### src/rtl/shift_restorer.sv
// Receive-side inverse of the 4-in/7-out left shifter: restores the data word and flags lost set bits.
// Optional macro SHIFT_RESTORER_FAST_EN replaces the one-bit-per-cycle shift with a single-cycle barrel shift.
module shift_restorer #(
    parameter  int unsigned DW = 4,
    parameter  int unsigned SW = 2,
    localparam int unsigned OW = DW + (1 << SW) - 1
) (
    input  logic          clk,
    input  logic          rst_n,
    input  logic          in_valid,
    output logic          in_ready,
    input  logic [OW-1:0] I,
    input  logic [SW-1:0] S,
    output logic          out_valid,
    input  logic          out_ready,
    output logic [DW-1:0] Out,
    output logic          err
);

    localparam int unsigned CW = SW + 1;

    typedef enum logic [1:0] {
        IDLE  = 2'd0,
        SHIFT = 2'd1,
        DONE  = 2'd2
    } state_e;

    state_e        state_q, state_d;
    logic          in_ready_q;
    logic          out_valid_q;
    logic [DW-1:0] out_q, out_d;
    logic          err_q, err_d;

`ifdef SHIFT_RESTORER_FAST_EN
    logic [OW-1:0] fast_shifted;
    logic [OW-1:0] fast_lost_mask;
`else
    logic [OW-1:0] word_q, word_d;
    logic [CW-1:0] cnt_q, cnt_d;
    logic          acc_q, acc_d;
    logic [OW-1:0] step_word;
    logic          step_acc;
`endif

    // Next-state, datapath and result-load logic
    always_comb begin
        state_d = state_q;
        out_d   = out_q;
        err_d   = err_q;
`ifdef SHIFT_RESTORER_FAST_EN
        fast_shifted   = I >> S;
        fast_lost_mask = ~({OW{1'b1}} << S);
`else
        word_d    = word_q;
        cnt_d     = cnt_q;
        acc_d     = acc_q;
        step_word = word_q >> 1;
        step_acc  = acc_q | word_q[0];
`endif

        case (state_q)
            IDLE: begin
                if (in_valid) begin
`ifdef SHIFT_RESTORER_FAST_EN
                    out_d   = fast_shifted[DW-1:0];
                    err_d   = (|(I & fast_lost_mask)) | (|fast_shifted[OW-1:DW]);
                    state_d = DONE;
`else
                    word_d = I;
                    cnt_d  = CW'(S);
                    acc_d  = 1'b0;
                    if (S == '0) begin
                        out_d   = I[DW-1:0];
                        err_d   = |I[OW-1:DW];
                        state_d = DONE;
                    end else begin
                        state_d = SHIFT;
                    end
`endif
                end
            end
`ifndef SHIFT_RESTORER_FAST_EN
            SHIFT: begin
                word_d = step_word;
                acc_d  = step_acc;
                cnt_d  = cnt_q - CW'(1);
                // Last shift: result is loaded on the same edge the state enters DONE
                if (cnt_q == CW'(1)) begin
                    out_d   = step_word[DW-1:0];
                    err_d   = step_acc | (|step_word[OW-1:DW]);
                    state_d = DONE;
                end
            end
`endif
            DONE: begin
                if (out_ready) begin
                    state_d = IDLE;
                end
            end
            default: begin
                state_d = IDLE;
            end
        endcase
    end

    // State and registered outputs
    always_ff @(posedge clk) begin
        if (!rst_n) begin
            state_q     <= IDLE;
            in_ready_q  <= 1'b1;
            out_valid_q <= 1'b0;
            out_q       <= '0;
            err_q       <= 1'b0;
`ifndef SHIFT_RESTORER_FAST_EN
            word_q      <= '0;
            cnt_q       <= '0;
            acc_q       <= 1'b0;
`endif
        end else begin
            state_q     <= state_d;
            in_ready_q  <= (state_d == IDLE);
            out_valid_q <= (state_d == DONE);
            out_q       <= out_d;
            err_q       <= err_d;
`ifndef SHIFT_RESTORER_FAST_EN
            word_q      <= word_d;
            cnt_q       <= cnt_d;
            acc_q       <= acc_d;
`endif
        end
    end

    assign in_ready  = in_ready_q;
    assign out_valid = out_valid_q;
    assign Out       = out_q;
    assign err       = err_q;

endmodule

### config.mk
export PLATFORM = sky130hd
export DESIGN_NAME = shift_restorer
export DESIGN_NICKNAME = d
export VERILOG_FILES = /design/src/rtl/shift_restorer.sv
export SDC_FILE = /design/constraint.sdc
export NUM_CORES = 1
export LEC_CHECK = 0
export CAP_MARGIN = 20
export CORE_MARGIN = 5
export CORE_UTILIZATION = 30
export DETAILED_ROUTE_END_ITERATION = 10
export PLACE_DENSITY = 0.57
export REMOVE_ABC_BUFFERS = 1
export SETUP_SLACK_MARGIN = 0.1
export SLEW_MARGIN = 20
export SYNTH_ARGS = -nofsm -noshare
export SYNTH_HDL_FRONTEND = slang
export SYNTH_SLANG_ARGS = --single-unit
### constraint.sdc
create_clock -name clk -period 3.6 [get_ports clk]
set_input_delay 0.36 -clock clk [delete_from_list [all_inputs] [get_ports clk]]
set_output_delay 0.36 -clock clk [all_outputs]
set_load 0.1 [all_outputs]
==> results.sh <==
export IMPL_cp_slowest_stage_delay_ps=1140
export IMPL_clk_path_buf_depth=2
export IMPL_synth_most_common_cell="dfxtp_1"
export IMPL_final_antenna_net_count=0
export IMPL_grt_antenna_before_repair=0
export IMPL_layout_drive_gt1_share_pct=6.56
export IMPL_placed_cells_incl_taps=164
export IMPL_worst_ep_arrival_time_ps=1810
export IMPL_cp_top_family="buffers and inverters"
export IMPL_dieWidth_um=67.7
export IMPL_via_count=831
export IMPL_ff2ff_path_depth=3
export IMPL_yosys_top_cells_area="dfxtp_1 (40%), mux2i_1 (11%), a211oi_1 (3.8%)"
export IMPL_clock_insertion_delay_worst_skew_ps=300
export IMPL_cp_num_buf_inv=1
export IMPL_max_freq_ghz=0.460
export IMPL_wl_per_cell_um=14.0
export IMPL_cp_start_kind="register"
export IMPL_place_port_buffers=19
export IMPL_finalSetupViolCount=0
export IMPL_tightestPinTransition_ps=976
export IMPL_cp_data_required_time_ps=3240
export IMPL_netlist_instances=106
export IMPL_worstPathCellList="clkdlybuf4s50_1"
export IMPL_outcome="completed"
export IMPL_worst_setup_path_end_kind="output pin"
export IMPL_whs_path_depth=2
export IMPL_synth_sequential_area_ratio_pct=40.1
export IMPL_placement_rows=21
export IMPL_fin_crit_ps=2170
export IMPL_timing_max_slew_rel_slack_pct=34.7
export IMPL_yosys_warnings=0
export IMPL_setup_ws_ps=1430
export IMPL_ys_dominant_reg_cell="dfxtp_1"
export IMPL_synth_cell_types=33
export IMPL_ios=20
export IMPL_hold_class="reg -> reg"
export IMPL_syn_cell_area_um2=998
export IMPL_setup_total_negative_slack_ps=0
export IMPL_number_of_cells_upsized_or_downsized_after_cts=0
export IMPL_detail_route_vias_per_cell=4.95
export IMPL_clk_tree_root_cell="clkbuf_4"
export IMPL_synth_edf_count=0
export IMPL_overflow=0
export IMPL_fp_dieArea_um2=4580
export IMPL_slew_viol_final=0
export IMPL_dp_final_hpwl_mm=1.69
export IMPL_num_antenna_cells=0
export IMPL_globalRouteTotalUtil_pct=11.2
export IMPL_finalHoldViolCount=0
export IMPL_final_core_util_pct=38.4
export IMPL_cts_hold_buffers_added=0
export IMPL_fin_nets=138
export IMPL_critical_path_reg2reg_endpoint="Out[0]"
export IMPL_path_max_fanout=2
export IMPL_synth_top_cells_by_count="dfxtp_1 (20), mux2i_1 (11), inv_1 (8), nor2_1 (8)"
export IMPL_drt_iter0_drc=29
export IMPL_postSynth_asyncResetShare_pct=0
export IMPL_post_synth_top_area_fraction_pct=40.1
export IMPL_grt_first_pass_wirelength_mm=3.84
export IMPL_critical_path_startpoint="Out[1]"
export IMPL_post_cts_setup_buffers=0
export IMPL_area_growth_pct=26.4
export IMPL_design_core_area_um2=3280
export IMPL_cellLeakagePower_nw=0.487
export IMPL_clock_tree_from_tritoncts="yes"
export IMPL_gpl_final_weighted_congestion=0.796
export IMPL_max_cap_viol_count=0
export IMPL_grt_pass1_vias=872
export IMPL_detail_route_drc_violations=0
export IMPL_totalWireLength_mm=2.35
export IMPL_cp_slowest_cell="clkdlybuf4s50_1"
export IMPL_r2r_slack_ps=1790
export IMPL_criticalPathCategory="reg -> out"
export IMPL_rsz0062_at_grt="no"
export IMPL_final_hold_worst_slack_ps=483
export IMPL_clock_sinks=20
export IMPL_cts_htree_levels=1
export IMPL_fin_crit_sh_pct=60.4
export IMPL_placement_setup_worst_slack_ps=1430
export IMPL_fin_skew_ps=3.05
export IMPL_initial_core_util_pct=30.4
export IMPL_grt_max_degree=19
export IMPL_timing_rr_start="state_q[0]"
export IMPL_ir_drop_mv=0.124
export IMPL_avgSynthCellArea_um2=9.42
export IMPL_worst_setup_hold_path_clk_slew_ps=110
export IMPL_power_density_nw_per_um2=472
export IMPL_numCtsBuffers=3
export IMPL_synth_seq_cells=20
export IMPL_hold_path_end="err"
export IMPL_final_instance_count_excl_fill=168
export IMPL_synthDominantAreaCellType="dfxtp_1"
export IMPL_chipHeight_um=67.7
export IMPL_drt_pass1_iter_count=4
export IMPL_holdCritStartpoint="err"
==> worst max-delay path by stage <==
| stage | end | slack, ps | depth (start not counted) |
|---|---|---|---|
| after floorplan | Out[0] | 2060 | 3 |
| after global placement | Out[1] | 1560 | 4 |
| after detailed placement | Out[2] | 1430 | 4 |
| after CTS | Out[1] | 1400 | 1 |
| after global routing | Out[2] | 1360 | 1 |
| final | Out[1] | 1430 | 1 |
==> power breakdown <==
| group | internal, mW | switching (mW) |
|---|---|---|
| logic | 0.0602 | 0.0878 |
| clock network | 0.112 | 0.0716 |
| registers | 0.242 | 0.0213 |
==> metrics by stage <==
step                      area (µm²)  power (mW)
final                           1260       0.595
after detailed placement        1210       0.416
after floorplan                  962       0.367
after global routing            1260       0.628
after global placement          1210       0.414
after CTS                       1260       0.602
==> placed cells by master (no fill, tap or decap), types with 4 or more instances in the layout <==
cell | Yosys | final
clkdlybuf4s50_1 | 0 | 19
mux2i_1 | 11 | 11
nor2_1 | 8 | 8
dfxtp_1 | 20 | 20
a211oi_1 | 5 | 5
a2111oi_0 | 4 | 4
inv_1 | 8 | 8
o21ai_0 | 5 | 5
a31o_1 | 4 | 4
a21oi_1 | 4 | 4
==> routing by layer <==
metal  GRT usage, %  share of wire (%)
met1           13.9                 47
met2           18.0                 47
met3           2.16                4.9
met4           6.08               0.60
met5              0                  0
==> sequential cells by signal (all words and copies together), names as in the netlist <==
register,cells
word_q,7
Out,4
cnt_q,3
state_q,2
acc_q,1
err,1
in_ready,1
out_valid,1
==> tightest hold or removal path: stages (launching register included) <==
cell and delay, ps:
dfxtp_1 340, nand2_1 50, mux2i_1 60
==> layout make-up <==
| class | instances | area [µm²] |
|---|---|---|
| clock buffers | 3 | 22.5 |
| clock inverters | 1 | 30.0 |
| fillers | 343 | 2020 |
| inverters | 8 | 30.0 |
| multi-input cells | 71 | 532 |
| flip-flops and latches | 20 | 400 |
| well taps | 46 | 57.6 |
| repair buffers | 19 | 190 |
==> kinds of logic (layout without fill, tap and decap cells) <==
| family | count (synthesis) | after routing | synth area share (%) |
|---|---|---|---|
| buffers and inverters | 15 | 31 | 6.64 |
| adder cells (fa/ha/maj) | 2 | 2 | 2.51 |
| flip-flops | 20 | 20 | 40.1 |
| AO/OA/AOI/OAI | 33 | 33 | 24.8 |
| AND/OR/NAND/NOR | 25 | 25 | 14.9 |
| multiplexers | 11 | 11 | 11.0 |
Note: power is estimated with default switching activity, not from simulation.
